**src/rtl/alu_operand_stage.sv**
```systemverilog
// Operand stage between decode and the ALU: 2-entry in-order skid buffer with
// writeback forwarding at capture and snooping of buffered operands.
module alu_operand_stage #(
  parameter int unsigned DATA_WIDTH     = 32,
  parameter int unsigned REG_ADDR_WIDTH = 5,
  parameter int unsigned FUNC_WIDTH     = 16
) (
  input  logic                      clk,
  input  logic                      arst,
  input  logic                      flush_i,
  // Decode side
  input  logic                      dec_valid_i,
  output logic                      dec_ready_o,
  input  logic [FUNC_WIDTH-1:0]     dec_func_i,
  input  logic [REG_ADDR_WIDTH-1:0] dec_rs1_addr_i,
  input  logic [REG_ADDR_WIDTH-1:0] dec_rs2_addr_i,
  input  logic [DATA_WIDTH-1:0]     dec_rs1_data_i,
  input  logic [DATA_WIDTH-1:0]     dec_rs2_data_i,
  input  logic [REG_ADDR_WIDTH-1:0] dec_rd_addr_i,
  // Writeback snoop
  input  logic                      wb_valid_i,
  input  logic [REG_ADDR_WIDTH-1:0] wb_rd_addr_i,
  input  logic [DATA_WIDTH-1:0]     wb_rd_data_i,
  // ALU side
  output logic                      alu_valid_o,
  input  logic                      alu_ready_i,
  output logic [DATA_WIDTH-1:0]     rs1_data_o,
  output logic [DATA_WIDTH-1:0]     rs2_data_o,
  output logic [FUNC_WIDTH-1:0]     func_o,
  output logic [REG_ADDR_WIDTH-1:0] rd_addr_o
);

  typedef enum logic [1:0] {
    StEmpty = 2'd0,
    StOne   = 2'd1,
    StFull  = 2'd2
  } state_e;

  typedef struct packed {
    logic [FUNC_WIDTH-1:0]     func;
    logic [REG_ADDR_WIDTH-1:0] rs1_addr;
    logic [DATA_WIDTH-1:0]     rs1_data;
    logic [REG_ADDR_WIDTH-1:0] rs2_addr;
    logic [DATA_WIDTH-1:0]     rs2_data;
    logic [REG_ADDR_WIDTH-1:0] rd_addr;
  } entry_t;

  state_e r_state;
  state_e w_state_nxt;
  logic   r_head;
  logic   r_tail;
  logic   w_head_nxt;
  logic   w_tail_nxt;
  entry_t r_entry     [2];
  entry_t w_entry_nxt [2];
  entry_t w_capture;
  entry_t w_head_entry;
  logic   w_push;
  logic   w_pop;
  logic   w_wb_live;
  logic [1:0] w_occ;

  // Handshake outputs come from registered state only, isolating decode from ALU stalls.
  assign dec_ready_o = (r_state != StFull);
  assign alu_valid_o = (r_state != StEmpty);
  assign w_push      = dec_valid_i & dec_ready_o;
  assign w_pop       = alu_valid_o & alu_ready_i;
  assign w_wb_live   = wb_valid_i & (wb_rd_addr_i != '0);

  always_comb begin
    w_capture.func     = dec_func_i;
    w_capture.rs1_addr = dec_rs1_addr_i;
    w_capture.rs2_addr = dec_rs2_addr_i;
    w_capture.rd_addr  = dec_rd_addr_i;
    w_capture.rs1_data = (w_wb_live && (wb_rd_addr_i == dec_rs1_addr_i)) ? wb_rd_data_i
                                                                          : dec_rs1_data_i;
    w_capture.rs2_data = (w_wb_live && (wb_rd_addr_i == dec_rs2_addr_i)) ? wb_rd_data_i
                                                                          : dec_rs2_data_i;
  end

  always_comb begin
    w_state_nxt = r_state;
    if (flush_i) begin
      w_state_nxt = StEmpty;
    end else begin
      unique case (r_state)
        StEmpty: if (w_push) w_state_nxt = StOne;
        StOne: begin
          if (w_push && !w_pop) begin
            w_state_nxt = StFull;
          end else if (w_pop && !w_push) begin
            w_state_nxt = StEmpty;
          end
        end
        StFull:  if (w_pop) w_state_nxt = StOne;
        default: w_state_nxt = StEmpty;
      endcase
    end
  end

  assign w_head_nxt = flush_i ? 1'b0 : (r_head ^ w_pop);
  assign w_tail_nxt = flush_i ? 1'b0 : (r_tail ^ w_push);

  always_comb begin
    for (int i = 0; i < 2; i++) begin
      w_occ[i] = (r_state == StFull) || ((r_state == StOne) && (r_head == 1'(i)));
    end
  end

  // A newly pushed entry always lands in an unoccupied slot, so snoop and capture never collide.
  always_comb begin
    for (int i = 0; i < 2; i++) begin
      w_entry_nxt[i] = r_entry[i];
      if (w_occ[i] && !(w_pop && (r_head == 1'(i)))) begin
        if (w_wb_live && (wb_rd_addr_i == r_entry[i].rs1_addr)) begin
          w_entry_nxt[i].rs1_data = wb_rd_data_i;
        end
        if (w_wb_live && (wb_rd_addr_i == r_entry[i].rs2_addr)) begin
          w_entry_nxt[i].rs2_data = wb_rd_data_i;
        end
      end
    end
    if (w_push && !flush_i) begin
      w_entry_nxt[r_tail] = w_capture;
    end
  end

  always_ff @(posedge clk or posedge arst) begin
    if (arst) begin
      r_state <= StEmpty;
      r_head  <= 1'b0;
      r_tail  <= 1'b0;
      for (int i = 0; i < 2; i++) begin
        r_entry[i] <= '0;
      end
    end else begin
      r_state <= w_state_nxt;
      r_head  <= w_head_nxt;
      r_tail  <= w_tail_nxt;
      for (int i = 0; i < 2; i++) begin
        r_entry[i] <= w_entry_nxt[i];
      end
    end
  end

  assign w_head_entry = r_entry[r_head];
  assign rs1_data_o   = alu_valid_o ? w_head_entry.rs1_data : '0;
  assign rs2_data_o   = alu_valid_o ? w_head_entry.rs2_data : '0;
  assign func_o       = alu_valid_o ? w_head_entry.func     : '0;
  assign rd_addr_o    = alu_valid_o ? w_head_entry.rd_addr  : '0;

endmodule

```
**config.mk**
```make
export PLATFORM = sky130hd
export DESIGN_NAME = alu_operand_stage
export DESIGN_NICKNAME = d
export VERILOG_FILES = /design/src/rtl/alu_operand_stage.sv
export SDC_FILE = /design/constraint.sdc
export NUM_CORES = 1
export LEC_CHECK = 0
export CAP_MARGIN = 20
export CORE_ASPECT_RATIO = 1.2
export CORE_MARGIN = 2
export CORE_UTILIZATION = 30
export DETAILED_ROUTE_END_ITERATION = 12
export GPL_TIMING_DRIVEN = 0
export HOLD_SLACK_MARGIN = 0.03
export PLACE_DENSITY_LB_ADDON = 0.12
export SLEW_MARGIN = 5
export SYNTH_ARGS = -nofsm -noshare
export SYNTH_HDL_FRONTEND = slang
export SYNTH_SLANG_ARGS = --single-unit
```
**constraint.sdc**
```tcl
create_clock -name clk -period 6.35 [get_ports clk]
set_input_delay 1.27 -clock clk [delete_from_list [all_inputs] [get_ports clk]]
set_output_delay 1.27 -clock clk [all_outputs]
set_load 0.05 [all_outputs]
```
==> parameters.txt, run 1 <==
Parameter                              Value

Die
  Initial cell density of the core ... 30.3%
  Die Width ... 168 microns
  Placement row count ... 72
  Total die area ... 33800 sq um
  Number of I/O pins ... 225
  Core Box Area ... 32100 sq um
  Die span in y ... 201 microns

STA
  Final period demand of the worst path ... 4.76 ns
  Worst relative slew slack ... 21.8%
  Final period util ... 75.0%
  Number of max-slew violations in the final report ... 0
  Setup-failing EPs final ... 0
  Transition time at the pin with the least slew margin ... 1.16 ns
  Number of hold violations in the final report ... 0
  Setup repair after global routing missed its margin ... false
  Clk_skew ... 0.0116 ns
  Fin Setup TNS ... 0 ns
  PnR worst setup slack ... 1.59 ns
  Achievable frequency ... 210 MHz

Clocking
  CTS resizes ... 0
  Clock slew seen by the registers of the worst setup and hold paths ... 0.07 ns
  Skew-Pair Late Insertion Delay ... 0.44 ns
  Clk sinks ... 194
  CTS root buffer ... sky130_fd_sc_hd__clkbuf_16
  TritonCTS clock tree ... done
  Num CTS Buffers ... 17
  Maximum buffer depth of the clock tree ... 2
  H-tree Lvls ... 4
  Number of hold-repair buffers added at the cts stage ... 0
  Buffers inserted during post-CTS setup optimization ... 0

Run status
  Run status ... finished, final reports clean

Global route
  Maximum number of pins on one net before global-route repair ... 39
  Global route overflow ... 0
  GRT Resource Usage Total ... 20.2%
  Number of antenna violations at the first check in global routing ... 1
  Wire length of the first global-routing pass ... 51700 microns
  Vias in the first global route ... 8691

Synthesis
  Ys Warns ... 0
  Async set-or-reset flop fraction in the synthesized netlist ... 100%
  Post-synthesis average cell area ... 9.84 sq um
  Synthesized cell area ... 9700 sq um
  Share of cell area taken by muxes after synthesis ... 12.7%
  Post-synthesis sequential area ratio ... 50.0%
  Post-Synthesis Cells ... 986
  Synthesized-area fraction occupied by adder cells ... 0.258%
  Synth cell types ... 52
  Dominant combinational cell family by area after synthesis ... compound AO/OA/AOI/OAI gates
  Flip-flop and latch count after synthesis ... 194
  Number of nets produced by synthesis ... 1126
  Post-synthesis compound-gate area fraction ... 17.9%
  Top flip-flop cell by instance count after synthesis ... sky130_fd_sc_hd__dfrtp_1
  Number of synthesized flops with an enable pin ... 0
  Share of synthesized cell area in and, or, nand and nor gates ... 10.8%
  Post-Synth XOR/XNOR Area ... 2.80%

Power
  Internal Dissipation ... 2.83 mW
  Clock group share of total power ... 28.2%
  Switching share of power ... 33.2%
  P_leak ... 5.26 nW
  Pwr dens ... 322 nW/um^2
  Net switching power of the design ... 1.41 mW
  Portion of total power attributed to combinational logic ... 30.2%
  Worst IR Drop VDD ... 0.126 mV
  Portion of total power attributed to sequential cells ... 41.5%

Finish
  Fraction of layout cells with a size suffix above 1 ... 9.51%
  Final #Nets ... 1368
  Final cell utilization of the core ... 41.0%
  Antenna Cells ... 0
  Count of filler cells inserted in the layout ... 3208
  Leading cell type in the layout, fill and taps excluded ... sky130_fd_sc_hd__clkdlybuf4s50_1
  Post-synthesis to final-layout area growth ... 35.4%
  Commonest cells after routing, fill and taps aside ... 217 x sky130_fd_sc_hd__clkdlybuf4s50_1, 194 x sky130_fd_sc_hd__dfrtp_1, 122 x sky130_fd_sc_hd__nor2_1, 98 x sky130_fd_sc_hd__a21oi_1, 96 x sky130_fd_sc_hd__nand2_1

Hold path
  Hold Path Class ... flip-flop to flip-flop

Routing
  Post-route antenna net violation count ... 0
  Final Routed Wirelength ... 34300 microns
  Iteration-0 DRC count of the detailed router ... 495
  Average detailed-routed wire length per instance ... 20.8 microns
  Vias ... 8445
  Number of search-and-repair iterations in the first detailed-routing pass ... 4
  Detail-routed via count per cell ... 5.12
  DRC violation count after routing ... 0

Critical path
  Capturing element type of the critical path ... output port
  Data arrival time at the worst-slack endpoint ... 3.49 ns
  Crit path max fanout ... 10
  Critical-path cell list ... clkbuf_1 > clkbuf_1 > buf_2 > mux2i_1 > nor2_1 > clkdlybuf4s50_1
  Worst Setup Start Kind ... flip-flop
  Largest incremental delay on the critical path ... 0.81 ns
  Start-to-end type of the worst setup path ... flip-flop to output port
  Cell repeated most along the worst path ... sky130_fd_sc_hd__clkbuf_1
  CP Data Required Time ... 5.08 ns
  Worst-path cell with the longest stage delay ... sky130_fd_sc_hd__clkdlybuf4s50_1

Place
  Count of input and output buffers ... 217
  Dpl ws ... 1.94 ns
  Placer congestion estimate ... 0.771
  Post-DP HPWL ... 24600 microns

Flow run
  Maxcap violations ... 0
==> through the flow <==
step | cells | hold slack, ns | area [sq um] | total power [mW]
floorplan | 986 | 0.445 | 9710 | 2.61
global placement | 1610 | 0.458 | 12400 | 3.04
detailed placement | 1615 | 0.463 | 12500 | 3.07
CTS | 1647 | 0.480 | 13100 | 4.28
global route | 1648 | 0.496 | 13100 | 4.46
finish | 1648 | 0.479 | 13100 | 4.24
==> power by group through the flow <==
stage	combinational (mW)	clock [mW]	sequential, mW
4_1_cts	1.29	1.23	1.75
3_5_place_dp	1.29	0	1.78
2_1_floorplan	0.881	0	1.73
6_report	1.28	1.20	1.76
3_3_place_gp	1.27	0	1.77
5_1_grt	1.39	1.28	1.80
==> routing by layer <==
layer  up-vias  track usage [%]  part of all wire [%]
li1       4008                -                     -
met1      4167             26.9                    44
met2       225             33.5                    49
met3        43             3.15                   4.0
met4         2             6.74                   2.3
met5         -                0                 0.035
==> kinds of logic after synthesis <==
family	count (synthesis)
xor+xnor	31
simple gates	246
fa+ha+maj	2
buf+inv	121
mux	119
flops	194
compound gates	273
==> worst paths after layout <==
check / from / endpoint / cells past startpoint / slack (ns)
worst max-delay path: r_head / rs2_data_o[19] / 6 / 1.59
worst min-delay path: r_entry[178] / r_entry[178] / 2 / 0.48
worst max register to register: r_head / r_entry[152] / 10 / 2.21
worst min register to register: r_entry[178] / r_entry[178] / 2 / 0.48
max in group asynchronous: arst / r_entry[110] / 4 / 4.25
min in group asynchronous: arst / r_entry[83] / 2 / 1.24
==> final cells by class <==
type | count | area [sq um] | area share (%)
timing repair buffer | 223 | 2280 | 17.3
buffer | 85 | 398 | 3.03
inverter | 36 | 139 | 1.06
clock buffer | 22 | 474 | 3.61
sequential | 194 | 4850 | 36.9
tap | 407 | 509 | 3.88
multi-input combinational | 671 | 4320 | 32.9
clock inverter | 10 | 171 | 1.30
==> state kept, by name (all words and copies together) (netlist names) <==
| register | flops |
|---|---|
| r_entry | 190 |
| r_head | 1 |
| r_state | 2 |
| r_tail | 1 |
==> cell usage after synthesis (2+ instances only) <==
cell                         n  area share (%)
sky130_fd_sc_hd__o32ai_1    32             2.9
sky130_fd_sc_hd__buf_6       3            0.35
sky130_fd_sc_hd__ha_1        2            0.26
sky130_fd_sc_hd__and4b_1     2            0.21
sky130_fd_sc_hd__xor2_1      9            0.81
sky130_fd_sc_hd__clkbuf_1   37             1.4
sky130_fd_sc_hd__xnor2_1    22             2.0
sky130_fd_sc_hd__nand2_1    96             3.7
sky130_fd_sc_hd__mux2i_1    87             9.0
sky130_fd_sc_hd__a21oi_1    98             5.1
sky130_fd_sc_hd__o21ai_1    31             1.6
sky130_fd_sc_hd__buf_1      10            0.39
sky130_fd_sc_hd__nand3_1     2            0.10
sky130_fd_sc_hd__nand3b_1    2            0.15
sky130_fd_sc_hd__nand4_1     2            0.13
sky130_fd_sc_hd__o21ai_0     2            0.10
sky130_fd_sc_hd__or3_1       2            0.13
sky130_fd_sc_hd__inv_1      35             1.4
sky130_fd_sc_hd__mux2_2     31             3.6
sky130_fd_sc_hd__o31ai_1     2            0.15
sky130_fd_sc_hd__dfrtp_1   194              50
sky130_fd_sc_hd__o21ai_2     2            0.18
sky130_fd_sc_hd__o22ai_1    64             4.1
sky130_fd_sc_hd__a32oi_1    32             2.9
sky130_fd_sc_hd__buf_2      30             1.5
sky130_fd_sc_hd__buf_4       5            0.39
sky130_fd_sc_hd__nand4b_1    3            0.27
sky130_fd_sc_hd__nor3b_1     3            0.23
sky130_fd_sc_hd__nor2_1    122             4.7
sky130_fd_sc_hd__nor3_1      2            0.10
==> worst max-delay path: cells and delay by family, from the launching register on <==
family | cells | cell delay, ns
DFF | 1 | 0.35
and+or+nand+nor | 1 | 0.12
muxes | 1 | 0.17
buffers and inverters | 4 | 2.38
Note: power is estimated with default switching activity, not from simulation.
==> run 2: changes to the inputs <==
==> constraint.sdc (replaced) <==
create_clock -name clk -period 3.9 [get_ports clk]
set_input_delay 0.78 -clock clk [delete_from_list [all_inputs] [get_ports clk]]
set_output_delay 0.78 -clock clk [all_outputs]
set_load 0.05 [all_outputs]
==> parameters.txt, run 2 (same netlist as run 1, synthesis figures left out) <==
Parameter                              Value

Run status
  Run status ... finished, final reports clean

Global route
  Global route overflow ... 0 (unchanged)
  Maximum number of pins on one net before global-route repair ... 39 (unchanged)
  GR Util met3 ... 3.15% (unchanged)
  Wire length of the first global-routing pass ... 51700 microns (about the same)
  GRT Resource Usage Total ... 20.2% (about the same)
  Vias in the first global route ... 8691 (unchanged)
  Met2 global-route usage ... 33.5% (about the same)
  Busiest layer in global routing ... met2
  Met1 track utilization from global routing ... 26.9% (unchanged)
  Number of antenna violations at the first check in global routing ... 1 (unchanged)

STA
  Number of hold violations in the final report ... 0 (unchanged)
  Final period demand of the worst path ... 3.75 ns
  Transition time at the pin with the least slew margin ... 1.10 ns (-0.0621 ns)
  Worst relative slew slack ... 26.0% (+4.2 points)
  Setup repair after global routing missed its margin ... false
  Number of max-slew violations in the final report ... 0 (unchanged)
  Setup-failing EPs final ... 0 (unchanged)
  Achievable frequency ... 267 MHz
  Clk_skew ... 0.0132 ns (+0.00165 ns)
  Final period util ... 96.2%

Hold path
  Hold Path Origin ... r_entry[178]
  Hold Path Class ... flip-flop to flip-flop

Die
  Die span in y ... 201 microns (unchanged)
  Number of I/O pins ... 225 (unchanged)
  Initial cell density of the core ... 30.3% (unchanged)
  Die Width ... 168 microns (unchanged)
  Total die area ... 33800 sq um (unchanged)
  Placement row count ... 72 (unchanged)
  Core Box Area ... 32100 sq um (unchanged)

Power
  Switching share of power ... 33.2% (about the same)
  Worst IR Drop VDD ... 0.205 mV (+63%)
  Portion of total power attributed to sequential cells ... 41.5% (about the same)
  Internal Dissipation ... 4.61 mW (+63%)
  Pwr dens ... 523 nW/um^2 (+62%)
  P_leak ... 5.55 nW (+5.6%)
  Clock group share of total power ... 28.3% (about the same)
  Tot Pwr ... 6.90 mW (+63%)
  Portion of total power attributed to combinational logic ... 30.2% (about the same)
  Net switching power of the design ... 2.29 mW (+63%)

Clocking
  Skew-Pair Late Insertion Delay ... 0.44 ns (about the same)
  Maximum buffer depth of the clock tree ... 2 (unchanged)
  H-tree Lvls ... 4 (unchanged)
  Buffers inserted during post-CTS setup optimization ... 0 (unchanged)
  Number of hold-repair buffers added at the cts stage ... 0 (unchanged)
  TritonCTS clock tree ... done
  Clk sinks ... 194 (unchanged)
  CTS root buffer ... sky130_fd_sc_hd__clkbuf_16
  Num CTS Buffers ... 17 (unchanged)
  Clock slew seen by the registers of the worst setup and hold paths ... 0.08 ns (about the same)

Place
  Instance area at placement ... 12500 sq um (unchanged)
  Post-DP HPWL ... 24600 microns (unchanged)
  Placer congestion estimate ... 0.771 (unchanged)
  Count of input and output buffers ... 217 (unchanged)

Routing
  Final Routed Wirelength ... 34200 microns (about the same)
  Detail-routed via count per cell ... 5.12 (-0.13%)
  DRC violation count after routing ... 0 (unchanged)
  Number of search-and-repair iterations in the first detailed-routing pass ... 5 (+1)
  Iteration-0 DRC count of the detailed router ... 494 (-0.20%)
  Post-route antenna net violation count ... 0 (unchanged)
  Average detailed-routed wire length per instance ... 20.8 microns (about the same)
  Vias ... 8434 (-0.13%)

Finish
  Area of all placed cells without fillers ... 13200 sq um (+0.45%)
  Commonest cells after routing, fill and taps aside ... 200 x sky130_fd_sc_hd__clkdlybuf4s50_1, 194 x sky130_fd_sc_hd__dfrtp_1, 121 x sky130_fd_sc_hd__nor2_1, 98 x sky130_fd_sc_hd__a21oi_1, 96 x sky130_fd_sc_hd__nand2_1
  Fraction of layout cells with a size suffix above 1 ... 10.2% (+0.64 points)
  Post-synthesis to final-layout area growth ... 36.0%
  Registers with the highest flip-flop counts ... r_entry (190), r_state (2)
  Final #Nets ... 1368 (unchanged)
  Number of flip-flops in the largest register ... 190 (unchanged)
  Register with the highest flop count ... r_entry
  Leading cell type in the layout, fill and taps excluded ... sky130_fd_sc_hd__clkdlybuf4s50_1
  Antenna Cells ... 0 (unchanged)
  Count of filler cells inserted in the layout ... 3200 (-0.25%)

Critical path
  Crit path max fanout ... 10 (unchanged)
  Data arrival time at the worst-slack endpoint ... 2.97 ns (-0.52 ns)
  CP Data Required Time ... 3.12 ns (-1.96 ns)
  Capturing element type of the critical path ... output port
  Crit. Startpoint ... r_head
  Worst Setup Start Kind ... flip-flop
  Reg-to-reg critical path startpoint ... r_head
  Start-to-end type of the worst setup path ... flip-flop to output port

Flow run
  Maxcap violations ... 0 (unchanged)
## run 2: layout make-up
type	instances	area [sq um]	area share, %
Buffer	85	415	3.15
Clock buffer	22	474	3.59
Clock inverter	10	171	1.30
Inverter	36	139	1.05
Multi-Input combinational cell	671	4320	32.7
Sequential cell	194	4850	36.8
Tap cell	407	509	3.86
Timing Repair Buffer	223	2320	17.5
## run 2: layer usage
metal | part of all wire, % | wire length, microns
met5 | 0.035 | 12
met4 | 2.3 | 772
met3 | 3.9 | 1330
met2 | 50 | 17000
met1 | 44 | 15200
## run 2: per-stage QoR
stage                     instances  TNS, ns  util, %  setup slack [ns]  hold WS [ns]
after floorplan                 986        0        -             0.616         0.445
after detailed placement       1615    -9.05     38.9            -0.239         0.463
after global routing           1648        0     41.2           0.00122         0.496
final                          1648        0     41.2             0.149         0.479
after global placement         1610  -239.13     38.6             -1.22         0.458
after CTS                      1647        0     41.0            0.0172         0.480
## run 2: path summary, 6_finish.rpt
check / endpoint / slack (ns) / cells past startpoint
worst max-delay path: rs1_data_o[2] / 0.15 / 5
worst min-delay path: r_entry[178] / 0.48 / 2
worst max register to register: r_entry[141] / 0.25 / 10
worst min register to register: r_entry[178] / 0.48 / 2
max in group asynchronous: r_entry[110] / 2.29 / 4
min in group asynchronous: r_entry[86] / 0.75 / 2
## run 2: power by group through the flow
stage	Clock (mW)	Sequential, mW	Combinational (mW)
after floorplan	0	2.82	1.44
after global routing	2.08	2.92	2.26
after global placement	0	2.88	2.07
final	1.95	2.86	2.08
after detailed placement	0	2.90	2.10
after CTS	2.00	2.86	2.11
## run 2: what timing repair did
item,4_1_cts,5_1_grt
gates resized for setup,8,21
setup endpoints to repair,136,37
pin swaps,0,0
## run 2: worst max-delay path, stage by stage (launching register included)
cell and delay, ns:
sky130_fd_sc_hd__dfrtp_1 0.35, sky130_fd_sc_hd__clkbuf_1 0.33, sky130_fd_sc_hd__buf_1 0.70, sky130_fd_sc_hd__mux2i_1 0.20, sky130_fd_sc_hd__nor2_1 0.13, sky130_fd_sc_hd__clkdlybuf4s50_1 0.81
==> variant 1 (settings of run 1) <==
Re-encode `state_e` (3 states) as one-hot, 3 bits wide.
--- a/src/rtl/alu_operand_stage.sv
+++ b/src/rtl/alu_operand_stage.sv
@@ -32,6 +32,6 @@
 
-  typedef enum logic [1:0] {
-    StEmpty = 2'd0,
-    StOne   = 2'd1,
-    StFull  = 2'd2
+  typedef enum logic [2:0] {
+    StEmpty = 3'b001,
+    StOne   = 3'b010,
+    StFull  = 3'b100
   } state_e;
Function: no difference found for any inputs over 4 cycles, from zero or initial values and one cycle with arst high; so few cycles prove little.
==> variant 1 against run 1 <==
  * Wire length down 0.85%
  * Worst setup slack worse by 200 ps
  * Cell area about the same
  * Combinational power up 3%
  * Power down 0.84%
  * Die area about the same
  * Via count down 2.4%
  * Largest power group unchanged
  * Sequential cell count up 1
  * Area after synthesis down 0.10%
==> variant 1: results (changes against run 1) <==
metric,value,unit,change
status,finished clean,,
synth.mux.area_fraction,16.3,%,+3.6 points
drtIter0Drc,546,,+10%
yosys.area_share.adder,0,%,-0.26 points
synth_common_cells,"dfrtp_1, a21oi_1, o32ai_1, nor2_1, mux2i_1",,
syn_nets,1032,,-8.3%
p_leak,5.02,nW,-4.5%
synthXorXnorAreaFrac,2.98,%,+0.18 points
buf_share,20.4,%,+0.033 points
drive_gt1_share,13.7,%,+4.2 points
dp_hpwl,24300,um,-1.1%
peakVddDrop,0.162,mV,+29%
vias_per_cell,5.29,,+3.2%
critPathArrivalTime,3690,ps,+200 ps
grt_pass1_vias,8696,,+0.058%
yosysTopAreaCellShare,50.1,%,+0.052 points
clk_share,4.72,%,-0.20 points
grt_pass1_wl,52300,um,+1.3%
wl,34000,um,-0.85%
top_regs,"r_entry: 190 flops, r_state: 3 flops",,
clkbuf_count,21,,-4.5%
io_buffer_count,219,,+0.92%
pwr-share-seq,40.7,%,-0.8 points
finClkSkew,15.0,ps,+3.41 ps
max_slew_margin,31.6,%,+9.8 points
power_switching,1.42,mW,+1.2%
place_congestion,0.738,,-4.3%
synth_area_leaders,"dfrtp_1, o32ai_1, mux2i_1",,
n_fill_cell,3195,,-0.41%
power_density,320,nW/um2,-0.77%
synth-compound-area-share,19.4,%,+1.5 points
fin_nets,1277,,-6.7%
seq_cells,195,,+0.52%
reg2reg_slack,3530,ps,+1320 ps
multi_input_area_share,32.8,%,-0.064 points
grt_use_total,20.1,%,-0.041 points
synthDistinctLibCells,38,,-27%
yosysSeqAreaShare,50.3,%,+0.32 points
variant 1: cell count changes after synthesis, moves of 9 or more:
cell	change
a21oi_1	+32
a32oi_1	-32
buf_2	+16
clkbuf_1	-16
mux2_2	+34
nand2_1	-91
nor2_1	-28
o21ai_1	-27
o22ai_1	-64
o32ai_1	+96
xnor2_1	+9
variant 1: metal layers:
| metal | vias up | GRT usage, % | part of all wire [%] |
|---|---|---|---|
| met5 | - | 0 | 0.088 |
| met4 | 4 | 5.36 | 1.4 |
| met3 | 35 | 4.89 | 5.4 |
| met2 | 238 | 33.5 | 48 |
| met1 | 4145 | 26.2 | 45 |
| li1 | 3821 | - | - |
variant 1: worst paths after layout:
kind                             endpoint  cells past startpoint          from
hold reg to reg              r_entry[176]                      1  r_entry[176]
setup reg to reg             r_entry[167]                      7        r_head
hold / removal               r_entry[176]                      1  r_entry[176]
setup / recovery           rs2_data_o[30]                      6        r_head
min in group asynchronous    r_entry[143]                      2          arst
max in group asynchronous     r_entry[31]                      4          arst
variant 1: stage by stage:
step / worst slack, ps / util, % / cell area (um2) / hold WS (ps) / std cells
after global placement: 638 / 38.7 / 12400 / 488 / 1520
final: 1390 / 40.9 / 13100 / 507 / 1559
after CTS: 1330 / 40.9 / 13100 / 511 / 1559
after floorplan: 2560 / - / 9700 / 480 / 894
after detailed placement: 1840 / 39.0 / 12500 / 494 / 1527
after global routing: 1140 / 40.9 / 13100 / 516 / 1559
variant 1: critical path: stages (launching register included):
cell	delay [ps]
dfrtp_1	320
buf_2	250
buf_1	650
clkbuf_1	810
mux2i_1	170
nor2_1	210
clkdlybuf4s50_1	840
variant 1: kinds of logic after synthesis:
group	count (synthesis)
multiplexers	150
XOR/XNOR	33
flip-flops	195
AND/OR/NAND/NOR	123
buffers and inverters	120
AO/OA/AOI/OAI	273
==> variant 2 (settings of run 1) <==
Without the edit above. Change the parameter `REG_ADDR_WIDTH` from 5 to 4.
--- a/src/rtl/alu_operand_stage.sv
+++ b/src/rtl/alu_operand_stage.sv
@@ -4,3 +4,3 @@
   parameter int unsigned DATA_WIDTH     = 32,
-  parameter int unsigned REG_ADDR_WIDTH = 5,
+  parameter int unsigned REG_ADDR_WIDTH = 4,
   parameter int unsigned FUNC_WIDTH     = 16
Ports: changed (5 resized); port bits go from 225 to 220. The function was not compared with the original's and may differ.
==> variant 2 against run 1 <==
  * Power is 0.85% lower
  * Sequential cell count is 6 lower
  * Worst setup slack got worse by 23 ps
  * Sequential share of layout area shrank 1.1 points
  * Area after synthesis increased by 0.75%
  * Register-to-register slack improved by 1600 ps
  * Cell area fell by 0.17%
  * Wire length is 2.1% lower
  * Critical endpoint is now rs2_data_o[0]
==> variant 2: results (changes against run 1) <==
metric,value,unit,change
status,finished clean,,
slowest_delay,850,ps,+40 ps
vias_per_cell,5.00,,-2.3%
grt_pass1_vias,8580,,-1.3%
drive_gt1_share,13.2,%,+3.7 points
dp_slack,1990,ps,+45.8 ps
reg2reg_depth,7,,-3
hold_path.startpoint,r_entry[174],,
grt_max_degree,37,,-5.1%
synth_common_cells,"dfrtp_1, inv_1, nor2_1, mux2i_1, nand2_1",,
grt_pass1_wl,51400,um,-0.53%
dp_hpwl,23700,um,-3.6%
place_congestion,0.755,,-2.0%
fin_nets,1343,,-1.8%
synthDistinctLibCells,31,,-40%
n_fill_cell,3258,,+1.6%
fin_crit,4780,ps,+23.2 ps
top_regs,"r_entry: 184 flops, r_state: 2 flops",,
cp-endpoint,rs2_data_o[0],,
timing.rr.end,r_entry[12],,
synth.mux.area_fraction,12.3,%,-0.39 points
finClkSkew,14.0,ps,+2.47 ps
grt_use_total,19.8,%,-0.32 points
vias,8158,,-3.4%
syn_inst,971,,-1.5%
peakVddDrop,0.155,mV,+24%
drtIter0Drc,651,,+32%
yosys.area_share.adder,0,%,-0.26 points
postPlaceCellArea,12500,um2,+0.34%
[variant 2: changes by cell type after synthesis, moves of 8 or more]
cell and change:
buf_2 -14, xor2_1 -8, o21ai_1 -31, a32oi_1 -32
a222oi_1 +64, a21oi_1 -96, o221a_2 +64, nand2_1 -10
clkbuf_1 +11, or3_1 +63, nor2_1 -27, o32ai_1 -32
o22ai_1 -64, inv_1 +128
[variant 2: layout make-up]
type                    instances  area share (%)
repair buffers                219            17.1
well taps                     407            3.88
diodes                          1          0.0191
flip-flops and latches        188            35.9
plain buffers                  77            2.73
clock buffers                  19            3.45
inverters                     163            4.69
clock inverters                13           0.992
multi-input cells             543            31.3
[variant 2: metal layers]
layer	GRT usage, %	wire (um)
met2	33.2	16200
met4	5.76	536
met1	25.9	15000
met5	0	0
met3	4.13	1830
[variant 2: power breakdown]
part | total [mW] | switching, mW | internal, mW
logic | 1.41 | 0.734 | 0.675
clock network | 1.09 | 0.515 | 0.571
registers | 1.71 | 0.175 | 1.53
